[src/rtl/ctrl_pipe_unit.sv]
// ctrl_pipe_unit: ID-stage decode feeding registered ID/EX, EX/MEM and MEM/WB
// control bundles, with load-use stall, flush, and HLT drain to a sticky halt.
module ctrl_pipe_unit #(
    parameter int WORD_SIZE     = 16,
    parameter int REG_ADDR_W    = 2,
    parameter int LINK_REG      = 2,
    parameter int HAZARD_DETECT = 1
) (
    input  logic                  clk,
    input  logic                  reset,
    input  logic [WORD_SIZE-1:0]  if_id_inst,
    input  logic                  if_id_valid,
    input  logic                  ext_stall,
    input  logic                  flush_id,
    output logic                  stall_out,
    output logic                  ex_valid,
    output logic                  ex_alu_src,
    output logic [3:0]            ex_alu_op,
    output logic [5:0]            ex_func,
    output logic [1:0]            ex_pc_src,
    output logic                  ex_mem_read,
    output logic                  ex_mem_write,
    output logic                  ex_mem_to_reg,
    output logic                  ex_link,
    output logic                  ex_reg_write,
    output logic                  ex_is_wwd,
    output logic [REG_ADDR_W-1:0] ex_dest,
    output logic                  mem_valid,
    output logic                  mem_mem_read,
    output logic                  mem_mem_write,
    output logic                  mem_mem_to_reg,
    output logic                  mem_link,
    output logic                  mem_reg_write,
    output logic [REG_ADDR_W-1:0] mem_dest,
    output logic                  wb_valid,
    output logic                  wb_mem_to_reg,
    output logic                  wb_link,
    output logic                  wb_reg_write,
    output logic                  wb_is_wwd,
    output logic [REG_ADDR_W-1:0] wb_dest,
    output logic                  is_halted,
    output logic [WORD_SIZE-1:0]  retired_count
);

    localparam logic [3:0] OP_BNE = 4'd0;
    localparam logic [3:0] OP_BEQ = 4'd1;
    localparam logic [3:0] OP_BGZ = 4'd2;
    localparam logic [3:0] OP_BLZ = 4'd3;
    localparam logic [3:0] OP_ADI = 4'd4;
    localparam logic [3:0] OP_ORI = 4'd5;
    localparam logic [3:0] OP_LHI = 4'd6;
    localparam logic [3:0] OP_LWD = 4'd7;
    localparam logic [3:0] OP_SWD = 4'd8;
    localparam logic [3:0] OP_JMP = 4'd9;
    localparam logic [3:0] OP_JAL = 4'd10;
    localparam logic [3:0] OP_R   = 4'd15;

    localparam logic [5:0] F_JPR = 6'd25;
    localparam logic [5:0] F_JRL = 6'd26;
    localparam logic [5:0] F_WWD = 6'd28;
    localparam logic [5:0] F_HLT = 6'd29;

    typedef struct packed {
        logic                  valid;
        logic                  alu_src;
        logic [3:0]            alu_op;
        logic [5:0]            func;
        logic [1:0]            pc_src;
        logic                  mem_read;
        logic                  mem_write;
        logic                  mem_to_reg;
        logic                  link;
        logic                  reg_write;
        logic                  is_wwd;
        logic                  is_hlt;
        logic [REG_ADDR_W-1:0] dest;
    } ex_t;

    typedef struct packed {
        logic                  valid;
        logic                  mem_read;
        logic                  mem_write;
        logic                  mem_to_reg;
        logic                  link;
        logic                  reg_write;
        logic                  is_wwd;
        logic                  is_hlt;
        logic [REG_ADDR_W-1:0] dest;
    } mem_t;

    typedef struct packed {
        logic                  valid;
        logic                  mem_to_reg;
        logic                  link;
        logic                  reg_write;
        logic                  is_wwd;
        logic                  is_hlt;
        logic [REG_ADDR_W-1:0] dest;
    } wb_t;

    ex_t  ex, dec;
    mem_t mem;
    wb_t  wb;

    logic                  halt_pending;
    logic                  use_rs, use_rt;
    logic                  hazard, take;
    logic [3:0]            op;
    logic [5:0]            func;
    logic [REG_ADDR_W-1:0] rs, rt, rd;

    assign op   = if_id_inst[15:12];
    assign func = if_id_inst[5:0];
    assign rs   = if_id_inst[11 -: REG_ADDR_W];
    assign rt   = if_id_inst[9 -: REG_ADDR_W];
    assign rd   = if_id_inst[7 -: REG_ADDR_W];

    always_comb begin
        dec       = '0;
        dec.valid = 1'b1;
        use_rs    = 1'b1;
        use_rt    = 1'b0;
        unique case (op)
            OP_R: begin
                if (func <= 6'd7) begin
                    dec.alu_op    = op;
                    dec.func      = func;
                    dec.reg_write = 1'b1;
                    dec.dest      = rd;
                    use_rt        = 1'b1;
                end else if (func == F_WWD) begin
                    dec.alu_op = op;
                    dec.func   = func;
                    dec.is_wwd = 1'b1;
                end else if (func == F_JPR) begin
                    dec.alu_op = op;
                    dec.func   = func;
                    dec.pc_src = 2'd2;
                end else if (func == F_JRL) begin
                    dec.alu_op    = op;
                    dec.func      = func;
                    dec.pc_src    = 2'd2;
                    dec.link      = 1'b1;
                    dec.reg_write = 1'b1;
                    dec.dest      = REG_ADDR_W'(LINK_REG);
                end else if (func == F_HLT) begin
                    dec.alu_op = op;
                    dec.func   = func;
                    dec.is_hlt = 1'b1;
                    use_rs     = 1'b0;
                end
            end
            OP_BNE, OP_BEQ: begin
                dec.alu_op = op;
                use_rt     = 1'b1;
            end
            OP_BGZ, OP_BLZ: dec.alu_op = op;
            OP_ADI, OP_ORI, OP_LHI, OP_LWD: begin
                dec.alu_op     = op;
                dec.alu_src    = 1'b1;
                dec.reg_write  = 1'b1;
                dec.dest       = rt;
                dec.mem_read   = (op == OP_LWD);
                dec.mem_to_reg = (op == OP_LWD);
            end
            OP_SWD: begin
                dec.alu_op    = op;
                dec.alu_src   = 1'b1;
                dec.mem_write = 1'b1;
                use_rt        = 1'b1;
            end
            OP_JMP: begin
                dec.alu_op = op;
                dec.pc_src = 2'd1;
                use_rs     = 1'b0;
            end
            OP_JAL: begin
                dec.alu_op    = op;
                dec.pc_src    = 2'd1;
                dec.link      = 1'b1;
                dec.reg_write = 1'b1;
                dec.dest      = REG_ADDR_W'(LINK_REG);
                use_rs        = 1'b0;
            end
            default: ;
        endcase
    end

    assign hazard = (HAZARD_DETECT != 0) && ex.valid && ex.mem_read
                    && if_id_valid
                    && ((use_rs && ex.dest == rs) || (use_rt && ex.dest == rt));

    assign stall_out = !flush_id && (halt_pending || hazard || ext_stall);
    assign take      = !flush_id && !halt_pending && !hazard && !ext_stall
                       && if_id_valid;

    always_ff @(posedge clk or posedge reset) begin
        if (reset) begin
            ex            <= '0;
            mem           <= '0;
            wb            <= '0;
            halt_pending  <= 1'b0;
            is_halted     <= 1'b0;
            retired_count <= '0;
        end else begin
            ex <= take ? dec : '0;
            if (take && dec.is_hlt)
                halt_pending <= 1'b1;
            mem.valid      <= ex.valid;
            mem.mem_read   <= ex.mem_read;
            mem.mem_write  <= ex.mem_write;
            mem.mem_to_reg <= ex.mem_to_reg;
            mem.link       <= ex.link;
            mem.reg_write  <= ex.reg_write;
            mem.is_wwd     <= ex.is_wwd;
            mem.is_hlt     <= ex.is_hlt;
            mem.dest       <= ex.dest;
            wb.valid       <= mem.valid;
            wb.mem_to_reg  <= mem.mem_to_reg;
            wb.link        <= mem.link;
            wb.reg_write   <= mem.reg_write;
            wb.is_wwd      <= mem.is_wwd;
            wb.is_hlt      <= mem.is_hlt;
            wb.dest        <= mem.dest;
            if (wb.valid && wb.is_hlt)
                is_halted <= 1'b1;
            if (wb.valid)
                retired_count <= retired_count + WORD_SIZE'(1);
        end
    end

    assign ex_valid       = ex.valid;
    assign ex_alu_src     = ex.alu_src;
    assign ex_alu_op      = ex.alu_op;
    assign ex_func        = ex.func;
    assign ex_pc_src      = ex.pc_src;
    assign ex_mem_read    = ex.mem_read;
    assign ex_mem_write   = ex.mem_write;
    assign ex_mem_to_reg  = ex.mem_to_reg;
    assign ex_link        = ex.link;
    assign ex_reg_write   = ex.reg_write;
    assign ex_is_wwd      = ex.is_wwd;
    assign ex_dest        = ex.dest;
    assign mem_valid      = mem.valid;
    assign mem_mem_read   = mem.mem_read;
    assign mem_mem_write  = mem.mem_write;
    assign mem_mem_to_reg = mem.mem_to_reg;
    assign mem_link       = mem.link;
    assign mem_reg_write  = mem.reg_write;
    assign mem_dest       = mem.dest;
    assign wb_valid       = wb.valid;
    assign wb_mem_to_reg  = wb.mem_to_reg;
    assign wb_link        = wb.link;
    assign wb_reg_write   = wb.reg_write;
    assign wb_is_wwd      = wb.is_wwd;
    assign wb_dest        = wb.dest;

endmodule

[config.mk]
export PLATFORM = sky130hd
export DESIGN_NAME = ctrl_pipe_unit
export DESIGN_NICKNAME = d
export VERILOG_FILES = /design/src/rtl/ctrl_pipe_unit.sv
export SDC_FILE = /design/constraint.sdc
export NUM_CORES = 1
export LEC_CHECK = 0
export BUFFER_PORTS_ARGS = -buffer_cell sky130_fd_sc_hd__buf_4
export CAP_MARGIN = 20
export CORE_UTILIZATION = 50
export CTS_BUF_LIST = sky130_fd_sc_hd__clkbuf_16
export DETAILED_ROUTE_END_ITERATION = 8
export PLACE_DENSITY = 0.78
export REMOVE_ABC_BUFFERS = 1
export SYNTH_ARGS = -nofsm -noshare
export SYNTH_HDL_FRONTEND = slang
export SYNTH_SLANG_ARGS = --single-unit
[constraint.sdc]
create_clock -name clk -period 3.2 [get_ports clk]
set_input_delay 0.16 -clock clk [delete_from_list [all_inputs] [get_ports clk]]
set_output_delay 0.16 -clock clk [all_outputs]
set_load 0.01 [all_outputs]
==> metrics <==
status=complete, no violations; # port buffers=75; worst-margin pin slew=0.6687 ns; most frequent cells in the layout=77 x buf_4, 57 x dfrtp_1, 15 x xnor2_1, 12 x nor3_1, 9 x clkbuf_16; Tmin final=1.889 ns; Int Pwr=1.358 mW; floorplan row count=25; switch share=23.50%; WL/cell=13.97 um; fill cell count=370; total track usage=19.78%; dpl hpwl=3274 um; largest family of logic cells by synthesized area=simple AND/OR/NAND/NOR gates; VDD IR max=0.0003221 V; Synth Cell Area=2451 sq um; nets=285; Vias/cell=5.018; worst stage delay on the critical path=0.41 ns; fin crit share=59.02%; CTS clock-pin slew for the worst setup and hold paths=0.05 ns; asr flop ratio synth=100.0%; Worst-Skew Late Latency=0.31 ns; area of the multi-input gates=802.0 sq um; Area Overhead vs Synth=28.84%; Die Y=72.02 um; clk sinks=57; RSZ-0062 raised after global routing=false; Max Fanout on Critical Path=20; Psw=0.4172 mW; number of enable flip-flop cells after synthesis=0; GP Congestion=0.8680; mux share of post-synthesis cell area=0.4594%; Gate power share=10.8%; post-synthesis average cell area=12.02 sq um; antenna viol nets, final=0; slowest CP cell=dfrtp_1; clock group share of total power=44.6%; worst path arrival time=1.73 ns; Critical Path RT=3.04 ns; Clock Skew=0.005865 ns; number of global-route vias before repair=1596; Relative slew margins=55.36%; core area=4723 sq um; # Post-CTS Setup Buffers=0; Yosys warning count=0; Die X=72.02 um; Layout Cells excl Fill=335; Fin Setup TNS=0 ns; commonest non-fill, non-tap cell in the layout=buf_4; clk buf depth=2; prevailing post-synth register cell=dfrtp_1; PD cells=562.1 nW/um^2; number of remaining DRC errors=0; Max Cap Violations=0; Pleak=1.577 nW; post-synthesis sequential area ratio=58.19%; max reg flops=16; Post-Synth XOR/XNOR Area=7.504%; I/O pins=76; CP startpoint kind=register; post-synth cell types=46; register area=1426 sq um; Largest Register=retired_count; initial antenna violation count=0; post-synthesis simple-gate area fraction=17.76%; Slew Limit Fails=0; ant diodes=0; Critical Path, Cell by Cell=xor2_1, nor2_1, and4_4, o21ba_2, buf_4; final setup violating endpoints=0; CP endpoint kind=output pin; synthesized flop and latch total=57; global route overflow=0; final wirelength=4680 um; layout cells sized above 1=38.06%; CTS tree=built; largest net degree at the start of global routing=34; Initial Util=51.89%; Min-Delay Path Class=input port to register; die area=5186 sq um; Fmax=529.5 MHz; CP Class=register to output pin; first-pass GRT wire length=7596 um; Final Hold Viols=0; H-Tree Depth=3; dpl cells=318; total power=1.775 mW; Num CTS Buffers=9; Adder-Cell Fraction of Synth Area=0.5105%; DR iter-0 viols=56; Vias=1681; Synth Area in Compound Gates=6.330%; Synth Instances=204; root buffer cell=clkbuf_16; Flop pwr share=44.6%; DR pass1 iterations=4
## Yosys cell counts (2+ instances only)
cell type,number,area [sq um]
dfrtp_1,57,1426
buf_4,23,172.7
xnor2_1,15,131.4
nor3_1,12,60.06
nand3_1,7,35.03
nor2_1,7,26.28
and3_1,6,37.54
nand2_1,6,22.52
xor2_1,6,52.55
a21oi_1,5,25.02
nand4_1,5,31.28
o21ai_0,5,25.02
a211oi_1,3,22.52
a31oi_1,3,18.77
a32oi_1,3,26.28
buf_2,3,15.01
nor4b_2,3,45.04
and4_1,2,17.52
buf_6,2,22.52
nand2b_1,2,12.51
nor2b_1,2,12.51
nor4_1,2,12.51
or2_2,2,12.51
## what timing repair did
item                                   4_1_cts  5_1_grt
endpoints found under the hold margin       32        0
resized for setup                            0        0
hold buffers                                 1        0
## final timing paths
check,slack [ns],startpoint,depth (start not counted),endpoint
max,1.31,ex_dest[1],5,stall_out
min,0.12,if_id_inst[2],3,ex_func[2]
max reg2reg,1.69,wb_valid,4,retired_count[15]
min reg2reg,0.35,ex[2],0,mem[2]
max in group asynchronous,1.92,reset,4,wb[2]
min in group asynchronous,0.52,reset,3,mem_dest[1]
## kinds of logic (layout without fill, tap and decap cells)
logic type / Yosys count / count (layout)
fa+ha+maj: 1 / 1
simple gates: 68 / 68
compound gates: 24 / 24
mux: 1 / 1
other cells: 1 / 1
xor+xnor: 21 / 21
flops: 57 / 57
buf+inv: 31 / 95
## metal layers
metal	wire, um	GRT usage (%)
met2	2359	32.70
met4	59	8.497
met5	0	0
met1	1988	24.12
met3	272	6.111
## layout make-up
class | instances | share of cell area (%)
sequential | 57 | 45.17
clock buffer | 9 | 7.132
multi-input combinational | 116 | 25.40
timing repair buffer | 78 | 18.62
inverter | 1 | 0.1189
clock inverter | 7 | 0.9113
tap | 67 | 2.655
## stage by stage
step	utilization [%]	instance area, sq um	setup slack [ns]	hold slack [ns]
final	66.86	3158	1.311	0.1159
after global placement	61.27	2894	1.695	0.2975
after CTS	66.86	3158	1.284	0.1048
after detailed placement	61.27	2894	1.635	0.3044
after floorplan	-	2232	1.335	0.2847
after global routing	66.86	3158	1.199	0.1134
## power by group through the flow
stage,sequential (mW),clock [mW],combinational (mW)
floorplan,0.814,0,0.0747
global placement,0.802,0,0.185
detailed placement,0.803,0,0.189
CTS,0.792,0.812,0.192
global route,0.799,0.846,0.212
finish,0.792,0.792,0.191
## critical path: cells and delay by family (launching register included)
kind                      cells  cell delay (ns)
AOI/OAI and AO/OA             1             0.19
DFF                           1             0.41
xor gates and xnor gates      1             0.15
and+or+nand+nor               2             0.54
buffers and inverters         1             0.11
Note: power is estimated with default switching activity, not from simulation.
